[src/rtl/vga_sync_monitor.sv]
// Receive-side VGA timing monitor: recovers h/v counters from an active-low hs/vs pair,
// measures line/frame timing and tracks frame-qualified lock against the expected timing.
module vga_sync_monitor #(
  parameter int unsigned H_TOTAL     = 1009,
  parameter int unsigned H_SYNC      = 80,
  parameter int unsigned V_TOTAL     = 474,
  parameter int unsigned V_SYNC      = 5,
  parameter int unsigned LOCK_FRAMES = 2
) (
  input  logic        clk_vga,
  input  logic        rst_n,
  input  logic        hs,
  input  logic        vs,
  output logic [10:0] hc_rx,
  output logic [9:0]  vc_rx,
  output logic [10:0] h_total_meas,
  output logic [10:0] h_sync_meas,
  output logic [9:0]  v_total_meas,
  output logic [9:0]  v_sync_meas,
  output logic        locked,
  output logic        frame_pulse,
  output logic        sync_err
);

  localparam logic [10:0] H_TOTAL_L = 11'(H_TOTAL);
  localparam logic [10:0] H_SYNC_L  = 11'(H_SYNC);
  localparam logic [9:0]  V_TOTAL_L = 10'(V_TOTAL);
  localparam logic [9:0]  V_SYNC_L  = 10'(V_SYNC);
  localparam logic [3:0]  LOCK_L    = 4'(LOCK_FRAMES);

  typedef enum logic [1:0] {SEARCH, ACQUIRE, LOCKED} state_t;

  state_t      state, state_nx;
  logic [3:0]  good_cnt, good_cnt_nx, good_inc;
  logic        sync_err_nx;

  logic        hs_q, vs_q;
  logic        hs_fall, hs_rise, vs_fall, vs_rise;
  logic [10:0] hc_inc;
  logic [9:0]  vc_inc, vc_frame;
  logic        h_sat, v_sat;
  logic        frame_ok, frame_good, line_bad;

  assign hs_fall  = hs_q & ~hs;
  assign hs_rise  = ~hs_q & hs;
  assign vs_fall  = vs_q & ~vs;
  assign vs_rise  = ~vs_q & vs;

  assign hc_inc   = hc_rx + 11'd1;
  assign vc_inc   = vc_rx + 10'd1;
  assign vc_frame = vc_rx + {9'd0, hs_fall};
  assign h_sat    = (hc_rx == '1);
  assign v_sat    = (vc_rx == '1);
  assign good_inc = good_cnt + 4'd1;

  assign line_bad   = (hs_fall && hc_inc != H_TOTAL_L) ||
                      (hs_rise && hc_inc != H_SYNC_L)  ||
                      (vs_rise && vc_rx  != V_SYNC_L);
  assign frame_good = frame_ok & (vc_frame == V_TOTAL_L);

  always_ff @(posedge clk_vga or negedge rst_n) begin
    if (!rst_n) begin
      hs_q         <= 1'b1;
      vs_q         <= 1'b1;
      hc_rx        <= '0;
      vc_rx        <= '0;
      h_total_meas <= '0;
      h_sync_meas  <= '0;
      v_total_meas <= '0;
      v_sync_meas  <= '0;
      frame_ok     <= 1'b0;
      frame_pulse  <= 1'b0;
    end else begin
      hs_q        <= hs;
      vs_q        <= vs;
      frame_pulse <= vs_fall;

      if (hs_fall)     hc_rx <= '0;
      else if (!h_sat) hc_rx <= hc_inc;

      if (vs_fall)                vc_rx <= '0;
      else if (hs_fall && !v_sat) vc_rx <= vc_inc;

      if (hs_fall) h_total_meas <= hc_inc;
      if (hs_rise) h_sync_meas  <= hc_inc;
      if (vs_fall) v_total_meas <= vc_frame;
      if (vs_rise) v_sync_meas  <= vc_rx;

      // a line closing on the same edge as vs_fall belongs to the old frame, so the set wins
      if (vs_fall)       frame_ok <= 1'b1;
      else if (line_bad) frame_ok <= 1'b0;
    end
  end

  always_ff @(posedge clk_vga or negedge rst_n) begin
    if (!rst_n) begin
      state    <= SEARCH;
      good_cnt <= '0;
      sync_err <= 1'b0;
      locked   <= 1'b0;
    end else begin
      state    <= state_nx;
      good_cnt <= good_cnt_nx;
      sync_err <= sync_err_nx;
      locked   <= (state_nx == LOCKED);
    end
  end

  always_comb begin
    state_nx    = state;
    good_cnt_nx = good_cnt;
    sync_err_nx = 1'b0;
    unique case (state)
      SEARCH: begin
        if (vs_fall) begin
          state_nx    = ACQUIRE;
          good_cnt_nx = '0;
        end
      end
      ACQUIRE: begin
        if (h_sat || v_sat) begin
          state_nx = SEARCH;
        end else if (vs_fall) begin
          if (frame_good) begin
            good_cnt_nx = good_inc;
            if (good_inc == LOCK_L) state_nx = LOCKED;
          end else begin
            good_cnt_nx = '0;
          end
        end
      end
      LOCKED: begin
        if (h_sat || v_sat || (vs_fall && !frame_good)) begin
          state_nx    = SEARCH;
          sync_err_nx = 1'b1;
        end
      end
      default: state_nx = SEARCH;
    endcase
  end

endmodule

[config.mk]
export PLATFORM = sky130hd
export DESIGN_NAME = vga_sync_monitor
export DESIGN_NICKNAME = d
export VERILOG_FILES = /design/src/rtl/vga_sync_monitor.sv
export SDC_FILE = /design/constraint.sdc
export NUM_CORES = 1
export LEC_CHECK = 0
export BUFFER_PORTS_ARGS = -buffer_cell sky130_fd_sc_hd__buf_2
export CELL_PAD_IN_SITES_DETAIL_PLACEMENT = 0
export CELL_PAD_IN_SITES_GLOBAL_PLACEMENT = 1
export CORE_UTILIZATION = 39
export DETAILED_ROUTE_END_ITERATION = 10
export GPL_ROUTABILITY_DRIVEN = 0
export GPL_TIMING_DRIVEN = 0
export PLACE_DENSITY_LB_ADDON = 0.1
export SLEW_MARGIN = 10
export SYNTH_ARGS = -nofsm -noshare
export SYNTH_HDL_FRONTEND = slang
export SYNTH_SLANG_ARGS = --single-unit
[constraint.sdc]
create_clock -name clk_vga -period 2.9 [get_ports clk_vga]
set_input_delay 0.435 -clock clk_vga [delete_from_list [all_inputs] [get_ports clk_vga]]
set_output_delay 0.435 -clock clk_vga [all_outputs]
set_load 0.02 [all_outputs]
==> results of run 1 <==
## cells in the final DEF, fill, tap and decap left out, types with 9 or more instances in the layout
cell type  count
clkbuf_1      12
mux2_2         9
nand3_1       11
buf_2         68
a21oi_1       18
inv_1          9
nand2_1       52
dfrtp_1       73
clkbuf_8       9
xor2_1        14
nor2_1        19
xnor2_1       14
o21ai_0       35
ha_1           9
## logic make-up after synthesis
family	synth area share [%]
XOR/XNOR	6.58
AO/OA/AOI/OAI	14.1
flip-flops	50.4
adder cells (fa/ha/maj)	3.36
multiplexers	2.72
buffers and inverters	4.77
AND/OR/NAND/NOR	18.0
## worst reg2reg max path: stages, from the launching register on
cell,delay [ns]
dfstp_2,0.53
nand2b_1,0.17
inv_4,0.11
buf_4,0.12
ha_1,0.25
and4_4,0.29
o2111a_1,0.18
o21ai_0,0.09
or4_4,0.48
nand2b_4,0.19
o41ai_2,0.20
## worst min-delay path by stage
| stage | end | depth (start not counted) | slack (ns) | startpoint |
|---|---|---|---|---|
| 2_1_floorplan | frame_ok | 0 | 0.14 | rst_n |
| 3_3_place_gp | h_sync_meas[10] | 2 | 0.46 | h_sync_meas[10] |
| 3_5_place_dp | h_total_meas[0] | 1 | 0.38 | rst_n |
| 4_1_cts | hs_q | 1 | 0.18 | hs |
| 5_1_grt | hs_q | 1 | 0.18 | hs |
| 6_report | hs_q | 1 | 0.20 | hs |
## power by group
group,total (mW),switching [mW],internal (mW)
clock network,0.873,0.389,0.484
registers,1.23,0.0835,1.14
logic,0.499,0.324,0.175
total,2.60,0.796,1.80
## state kept, by name, indices dropped and copies added, names as in the netlist
register and count:
sync_err 1, state 2, frame_pulse 1, vc_rx 10, hc_rx 11, v_sync_meas 10
locked 1, vs_q 1, hs_q 1, h_total_meas 11, frame_ok 1, good_cnt 4
v_total_meas 10, h_sync_meas 11
## what timing repair did
item | in CTS | in global routing
buffers inserted | 2 | 0
hold endpoints to repair | 8 | 0
endpoints found under the setup margin | 8 | 3
hold buffers | 1 | 0
gates resized for setup | 1 | 1
## per-layer routing
layer	part of all wire, %	up-vias	track usage [%]
met5	0	-	0
met4	1.3	0	6.90
met3	3.2	11	3.51
li1	-	1415	-
met1	46	1362	24.6
met2	49	51	31.5
## final cells by class
class | instances | area (um^2)
clock inverters | 5 | 78.8
fillers | 909 | 4740
inverters | 10 | 40.0
flip-flops and latches | 75 | 1880
plain buffers | 20 | 136
multi-input cells | 255 | 1670
repair buffers | 73 | 400
clock buffers | 11 | 131
well taps | 129 | 161
==> metrics.csv, run 1 <==
metric,value,unit
Sink Count,75,
RSZ-0062 raised after global routing,no,
R2R Path Start,hs_q,
Gate Count Post-Synth,361,
Die ar.,0.00995,mm^2
initial detailed-routing violation count,88,
worst hold path class,primary input to flip-flop,
crit path kind,flip-flop to flip-flop,
Rel. slew slack,64.9,%
CP max stage cell,dfstp_2,
nets,458,
via count,2839,
clock skew,0.00957,ns
Row Count,35,
Worst-Skew Late Latency,0.35,ns
WP depth,10,
Synth top cells by count,"73 x dfrtp_1, 52 x nand2_1, 35 x o21ai_0",
Port Buffers,69,
Least-Margin Pin Slew,0.527,ns
CP required,3.15,ns
DRC,0,
fmax,0.368,GHz
die width,99.7,um
worst-case vdd ir drop,0.291,mV
total power,2.60,mW
Syn Nets,375,
Avg Inst Size Synth,10.3,um^2
GRT overflow,0,
Num CTS Buffers,9,
Reg2Reg Setup Slack,0.18,ns
Buf/Inv on CP,2,
fin util,48.7,%
Initial Util,40.3,%
number of global-route vias before repair,2820,
gr usage total,18.9,%
"FF+latch count, synth",75,
Syn-to-layout area delta,20.8,%
startpoint types,flip-flop,
crit share post-route,93.6,%
Worst setup EP type,flip-flop,
Setup WS pre-CTS,-0.603,ns
"Min Clock Period, post-route",2.72,ns
yosys warns,0,
outcome,"finished, final reports clean",
Max clock buf depth,2,
max_cap viols,0,
Slew Limit Fails,0,
clock root cell,clkbuf_8,
antenna violations before repair,0,
crit path to,good_cnt[1],
register area share after synthesis,50.4,%
I/O pins,70,
Synth Cell Area,0.00373,mm^2
cells on worst reg2reg path,10,
placed cell areas,0.00426,mm^2
ANT nets after route,0,
placed wire-length estimate,6.30,mm
TNS Setup,0,ns
pin count of the biggest net entering global routing,49,
share of the synthesized area in the top cell type,49.0,%
Pleak,2.19,nW
CP cell instances,nand2b_1 -> inv_4 -> buf_4 -> ha_1 -> and4_4 -> o2111a_1 -> o21ai_0 -> or4_4 -> nand2b_4 -> o41ai_2,
Via density,4.91,
share of cells above drive strength 1,28.1,%
CTS tree,done,
Top delay family on crit path,simple AND/OR/NAND/NOR gates,
Ant. Diodes,0,
placed insts,560,
synth top area cells,"dfrtp_1 49%, nand2_1 5.2%, o21ai_0 4.7%",
Pre-antenna DRT Iters,4,
power density over the cells,577,mW/mm^2
ys async rst share,100,%
Worst Path Arrival,2.97,ns
CP Launch Point,hs_q,
H-tree levels,3,
final count of hold timing violations,0,
Post-synth EDFFs,0,
crit-path max FO,6,
final instance area,0.00450,mm^2
Worst Hold Slack,0.197,ns
non-filler instance count after layout,578,
Max stage delay on crit path,0.53,ns
Core ar.,0.00924,mm^2
Worst R2R End,good_cnt[1],
first-pass GRT wire length,14.4,mm
"Primary FF master, synth",dfrtp_1,
final worst slack,0.184,ns
Synth cell types,60,
"count leader, synth",dfrtp_1,
final wirelength,8.74,mm
"area leader, netlist",dfrtp_1,
Die H,99.7,um
Worst-path clk slew,0.08,ns
WL/cell,15.1,um
Final setup viols,0,
No activity file was read; power rests on OpenSTA's default activity.
==> run 2: changes to the inputs <==
==> config.mk (replaced) <==
export PLATFORM = sky130hd
export DESIGN_NAME = vga_sync_monitor
export DESIGN_NICKNAME = d
export VERILOG_FILES = /design/src/rtl/vga_sync_monitor.sv
export SDC_FILE = /design/constraint.sdc
export NUM_CORES = 1
export LEC_CHECK = 0
export BUFFER_PORTS_ARGS = -buffer_cell sky130_fd_sc_hd__clkbuf_2
export CORE_UTILIZATION = 60
export DETAILED_ROUTE_END_ITERATION = 10
export GPL_ROUTABILITY_DRIVEN = 0
export GPL_TIMING_DRIVEN = 0
export PLACE_DENSITY = 0.85
export SLEW_MARGIN = 10
export SYNTH_ARGS = -nofsm -noshare
export SYNTH_HDL_FRONTEND = slang
export SYNTH_SLANG_ARGS = --single-unit
==> constraint.sdc (replaced) <==
create_clock -name clk_vga -period 3.3 [get_ports clk_vga]
set_input_delay 0.495 -clock clk_vga [delete_from_list [all_inputs] [get_ports clk_vga]]
set_output_delay 0.495 -clock clk_vga [all_outputs]
set_load 0.02 [all_outputs]
==> run 2 against run 1 <==
Sequential share of layout area rose by 1.5 points; routed wire length is 6.0% lower; final cell count fell by 9.9%; clock-buffer cell count did not move; first-iteration DRC count is 5.7% higher; core utilization grew 24 points; via count is 4.5% higher; setup slack improved by 0.12 ns; critical path depth unchanged; combinational power down 12%; register-to-register slack better by 0.12 ns; largest cell class unchanged; largest power group unchanged.
==> metrics.csv, run 2 (synthesized netlist as in run 1, its figures left out) <==
metric,value,unit
"commonest non-fill, non-tap cell in the layout",dfrtp_1,
Worst-Skew Late Latency,0.35,ns
Pleak,2.09,nW
Worst-path clk slew,0.08,ns
RSZ-0062 raised after global routing,no,
final wirelength,8.21,mm
startpoint types,flip-flop,
worst hold path class,primary input to asynchronous set/reset pin,
pin count of the biggest net entering global routing,46,
Slew Limit Fails,0,
crit path kind,flip-flop to flip-flop,
postcts setup bufs,0,
via count,2967,
crit-path max FO,15,
first-pass GRT wire length,13.4,mm
crit share post-route,90.6,%
Pre-antenna DRT Iters,4,
die width,80.8,um
fin util,73.0,%
total power,2.12,mW
GRT overflow,0,
Sink Count,75,
I/O pins,70,
placed wire-length estimate,5.98,mm
Final setup viols,0,
outcome,"finished, final reports clean",
Least-Margin Pin Slew,0.547,ns
gr usage total,27.6,%
most frequent cells in the layout,"73 x dfrtp_1, 68 x clkbuf_2, 52 x nand2_1",
max_cap viols,0,
# resized after CTS,0,
Port Buffers,69,
Die H,80.8,um
"Min Clock Period, post-route",2.99,ns
Syn-to-layout area delta,16.6,%
Die ar.,0.00653,mm^2
nets,455,
"most used cell, CP",ha_1,
power density over the cells,488,mW/mm^2
CP cell instances,nand2b_1 -> inv_2 -> ha_1 -> ha_1 -> nand2_1 -> o31ai_2 -> a21boi_1 -> or4_4 -> nand2b_4 -> o41ai_2,
Initial Util,62.6,%
Rel. slew slack,63.5,%
DRC,0,
Top delay family on crit path,simple AND/OR/NAND/NOR gates,
Via density,5.69,
Max clock buf depth,2,
Num CTS Buffers,9,
hold-fix buffer count after cts,0,
ANT nets after route,0,
initial detailed-routing violation count,93,
fmax,0.334,GHz
clock root cell,clkbuf_8,
H-tree levels,3,
number of global-route vias before repair,2786,
WL/cell,15.8,um
Buf/Inv on CP,1,
clock skew,0.00774,ns
Worst Path Arrival,3.24,ns
final count of hold timing violations,0,
antenna violations before repair,0,
Ant. Diodes,0,
Regs by FF count,"h_sync_meas: 11 flops, h_total_meas: 11 flops, hc_rx: 11 flops",
share of cells above drive strength 1,27.6,%
Max stage delay on crit path,0.58,ns
Worst setup EP type,flip-flop,
CP required,3.55,ns
Core ar.,0.00596,mm^2
CP max stage cell,or4_4,
Row Count,28,
worst-case vdd ir drop,0.325,mV
CTS tree,done,
## run 2: changes by cell type in the layout (fill, tap and decap cells not counted), moves of 2 or more
cell | previous run | this run
buf_2 | 68 | 0
clkbuf_2 | 0 | 68
buf_4 | 5 | 2
bufinv_16 | 2 | 0
clkinvlp_4 | 0 | 2
## run 2: where the power goes
| group | switching (mW) | internal, mW | total (mW) |
|---|---|---|---|
| combinational | 0.289 | 0.148 | 0.437 |
| clock | 0.335 | 0.269 | 0.605 |
| sequential | 0.0730 | 1.00 | 1.08 |
## run 2: final cells by class
cell class | count | area, um^2
timing repair buffer | 70 | 368
clock inverter | 5 | 30.0
inverter | 10 | 37.5
multi-input combinational | 255 | 1670
buffer | 20 | 136
fill | 430 | 1610
tap | 75 | 93.8
sequential | 75 | 1880
clock buffer | 11 | 131
## run 2: final timing paths
| kind | slack [ns] | start | to | depth (start not counted) |
|---|---|---|---|---|
| hold / removal | 0.1 | rst_n | h_sync_meas[10] | 1 |
| min in group clk_vga | 0.25 | vs | vs_q | 1 |
| max in group asynchronous | 2.55 | rst_n | vs_q | 2 |
| setup reg to reg | 0.31 | hs_q | good_cnt[0] | 10 |
| setup / recovery | 0.31 | hs_q | good_cnt[0] | 10 |
| hold reg to reg | 0.48 | v_total_meas[0] | v_total_meas[0] | 2 |
## run 2: stage by stage
step                      hold slack, ns  cell area, um^2  TNS, ns  cells  worst slack, ns
after floorplan                    0.199             3730        0    361            0.398
after global placement             0.460             4170   -0.569    505           -0.167
after detailed placement           0.464             4190    -1.45    506           -0.272
after CTS                         0.0916             4350        0    521            0.291
after global routing               0.114             4350        0    521            0.109
final                             0.0980             4350        0    521            0.309
## run 2: per-layer routing
metal / share of wire (%) / global-route usage, %
met5: 0 / 0
met4: 2.2 / 13.9
met3: 5.7 / 5.96
met2: 49 / 44.9
met1: 44 / 34.7
## run 2: worst register-to-register path, cell delays in order (launching register included)
cell and delay, ns:
dfstp_2 0.53, nand2b_1 0.15, inv_2 0.28, ha_1 0.21
ha_1 0.30, nand2_1 0.13, o31ai_2 0.20, a21boi_1 0.11
or4_4 0.58, nand2b_4 0.18, o41ai_2 0.21
==> run 3: changes to the inputs <==
--- a/config.mk
+++ b/config.mk
@@ -6,6 +6,7 @@
 export NUM_CORES = 1
 export LEC_CHECK = 0
 export BUFFER_PORTS_ARGS = -buffer_cell sky130_fd_sc_hd__clkbuf_2
+export CORE_ASPECT_RATIO = 2
 export CORE_UTILIZATION = 60
 export DETAILED_ROUTE_END_ITERATION = 10
 export GPL_ROUTABILITY_DRIVEN = 0
==> run 3 against run 2 <==
The run now ends with design-rule violations left; core utilization rose by 2.3 points; final cell count fell by 2.3%; routed wire length rose by 6.4%; sequential share of layout area fell by 1.7 points; non-clock buffer count did not move; critical endpoint unchanged; largest power group is now the clock network.
==> metrics.csv, run 3 (synthesized netlist as in run 1, its figures left out) <==
metric,value,unit
Port Buffers,69,
Worst setup EP type,flip-flop,
max_cap viols,0,
power density over the cells,588,mW/mm^2
Row Count,40,
Core ar.,0.00601,mm^2
Pleak,2.19,nW
H-tree levels,3,
cells on worst reg2reg path,10,
pin count of the biggest net entering global routing,50,
outcome,"finished, violations left",
Rel. slew slack,66.5,%
GRT overflow,0,
share of cells above drive strength 1,27.8,%
Worst Path Arrival,3.30,ns
Die H,113,um
final wirelength,8.74,mm
die width,57.7,um
crit share post-route,92.7,%
Worst-path clk slew,0.06,ns
first-pass GRT wire length,14.5,mm
Final setup viols,0,
Least-Margin Pin Slew,0.502,ns
placed wire-length estimate,6.38,mm
# resized after CTS,0,
postcts setup bufs,0,
Ant. Diodes,0,
worst hold path class,primary input to asynchronous set/reset pin,
CP required,3.54,ns
CP Launch Point,hs_q,
Worst Hold Slack,0.109,ns
Slew Limit Fails,0,
Reg2Reg Setup Slack,0.24,ns
final count of hold timing violations,0,
"commonest non-fill, non-tap cell in the layout",dfrtp_1,
Pre-antenna DRT Iters,8,
gr usage total,29.4,%
Worst-Skew Late Latency,0.34,ns
clock skew,0.00473,ns
Sink Count,75,
Via density,5.97,
Num CTS Buffers,9,
startpoint types,flip-flop,
Die ar.,0.00655,mm^2
R2R Path Start,hs_q,
crit path kind,flip-flop to flip-flop,
fmax,0.327,GHz
placed cell areas,0.00418,mm^2
initial detailed-routing violation count,184,
worst-case vdd ir drop,0.344,mV
via count,3037,
WL/cell,17.2,um
Worst R2R End,good_cnt[0],
clock root cell,clkbuf_16,
Regs by FF count,"h_sync_meas: 11 flops, h_total_meas: 11 flops, hc_rx: 11 flops",
ANT nets after route,0,
"Min Clock Period, post-route",3.06,ns
final instance area,0.00452,mm^2
I/O pins,70,
Setup WS pre-CTS,-0.260,ns
Max clock buf depth,2,
failing checks,design-rule violations,
antenna violations before repair,0,
final worst slack,0.242,ns
most frequent cells in the layout,"73 x dfrtp_1, 68 x clkbuf_2, 52 x nand2_1",
CTS tree,done,
Syn-to-layout area delta,21.3,%
number of global-route vias before repair,3050,
filler cell count in the final layout,423,
crit-path max FO,15,
DRC,9,
nets,455,
hold-fix buffer count after cts,0,
Initial Util,62.0,%
RSZ-0062 raised after global routing,no,
[run 3: cell types whose count changed in the layout (fill, tap and decap cells not counted), sizes merged]
cell      delta
clkinvlp     -2
clkinv       -1
bufinv       +3
[run 3: how the worst max path moves through the flow]
stage | to | slack [ns]
after floorplan | good_cnt[1] | 0.40
after global placement | good_cnt[0] | -0.20
after detailed placement | good_cnt[3] | -0.26
after CTS | good_cnt[3] | 0.23
after global routing | good_cnt[3] | 0.04
final | good_cnt[0] | 0.24
[run 3: per-layer routing]
layer  track usage, %  vias to the layer above  part of all wire [%]
met5                0                        -                     0
met4             20.0                        0                   4.7
met3             6.12                       38                   5.1
met2             51.2                      128                    55
met1             30.7                     1460                    35
li1                 -                     1411                     -
[run 3: through the flow]
step           TNS, ns  cells  power [mW]  util (%)
3_3_place_gp    -0.899    493        1.52      69.1
3_5_place_dp     -1.23    494        1.54      69.6
5_1_grt              0    509        2.75      75.3
2_1_floorplan        0    361        1.37         -
4_1_cts              0    509        2.67      75.3
6_report             0    509        2.66      75.3
[run 3: area by class of cell]
| cell class | instances | area (um^2) | area share, % |
|---|---|---|---|
| Multi-Input combinational cell | 255 | 1670 | 36.9 |
| Clock buffer | 11 | 243 | 5.37 |
| Sequential cell | 75 | 1880 | 41.6 |
| Buffer | 20 | 136 | 3.02 |
| Tap cell | 63 | 78.8 | 1.74 |
| Inverter | 10 | 37.5 | 0.831 |
| Clock inverter | 5 | 100 | 2.21 |
| Timing Repair Buffer | 70 | 375 | 8.31 |
[run 3: critical path: stages, from the launching register on]
cell	delay, ns
dfstp_2	0.53
nand2b_1	0.16
inv_2	0.28
ha_1	0.23
ha_1	0.33
nand2_1	0.13
o31ai_2	0.20
a21boi_1	0.10
or4_4	0.59
nand2b_4	0.19
o41ai_2	0.20
[run 3: power breakdown]
part           internal, mW  total (mW)  switching, mW
logic                 0.150       0.450          0.299
clock network         0.756        1.12          0.368
registers              1.01        1.08         0.0765
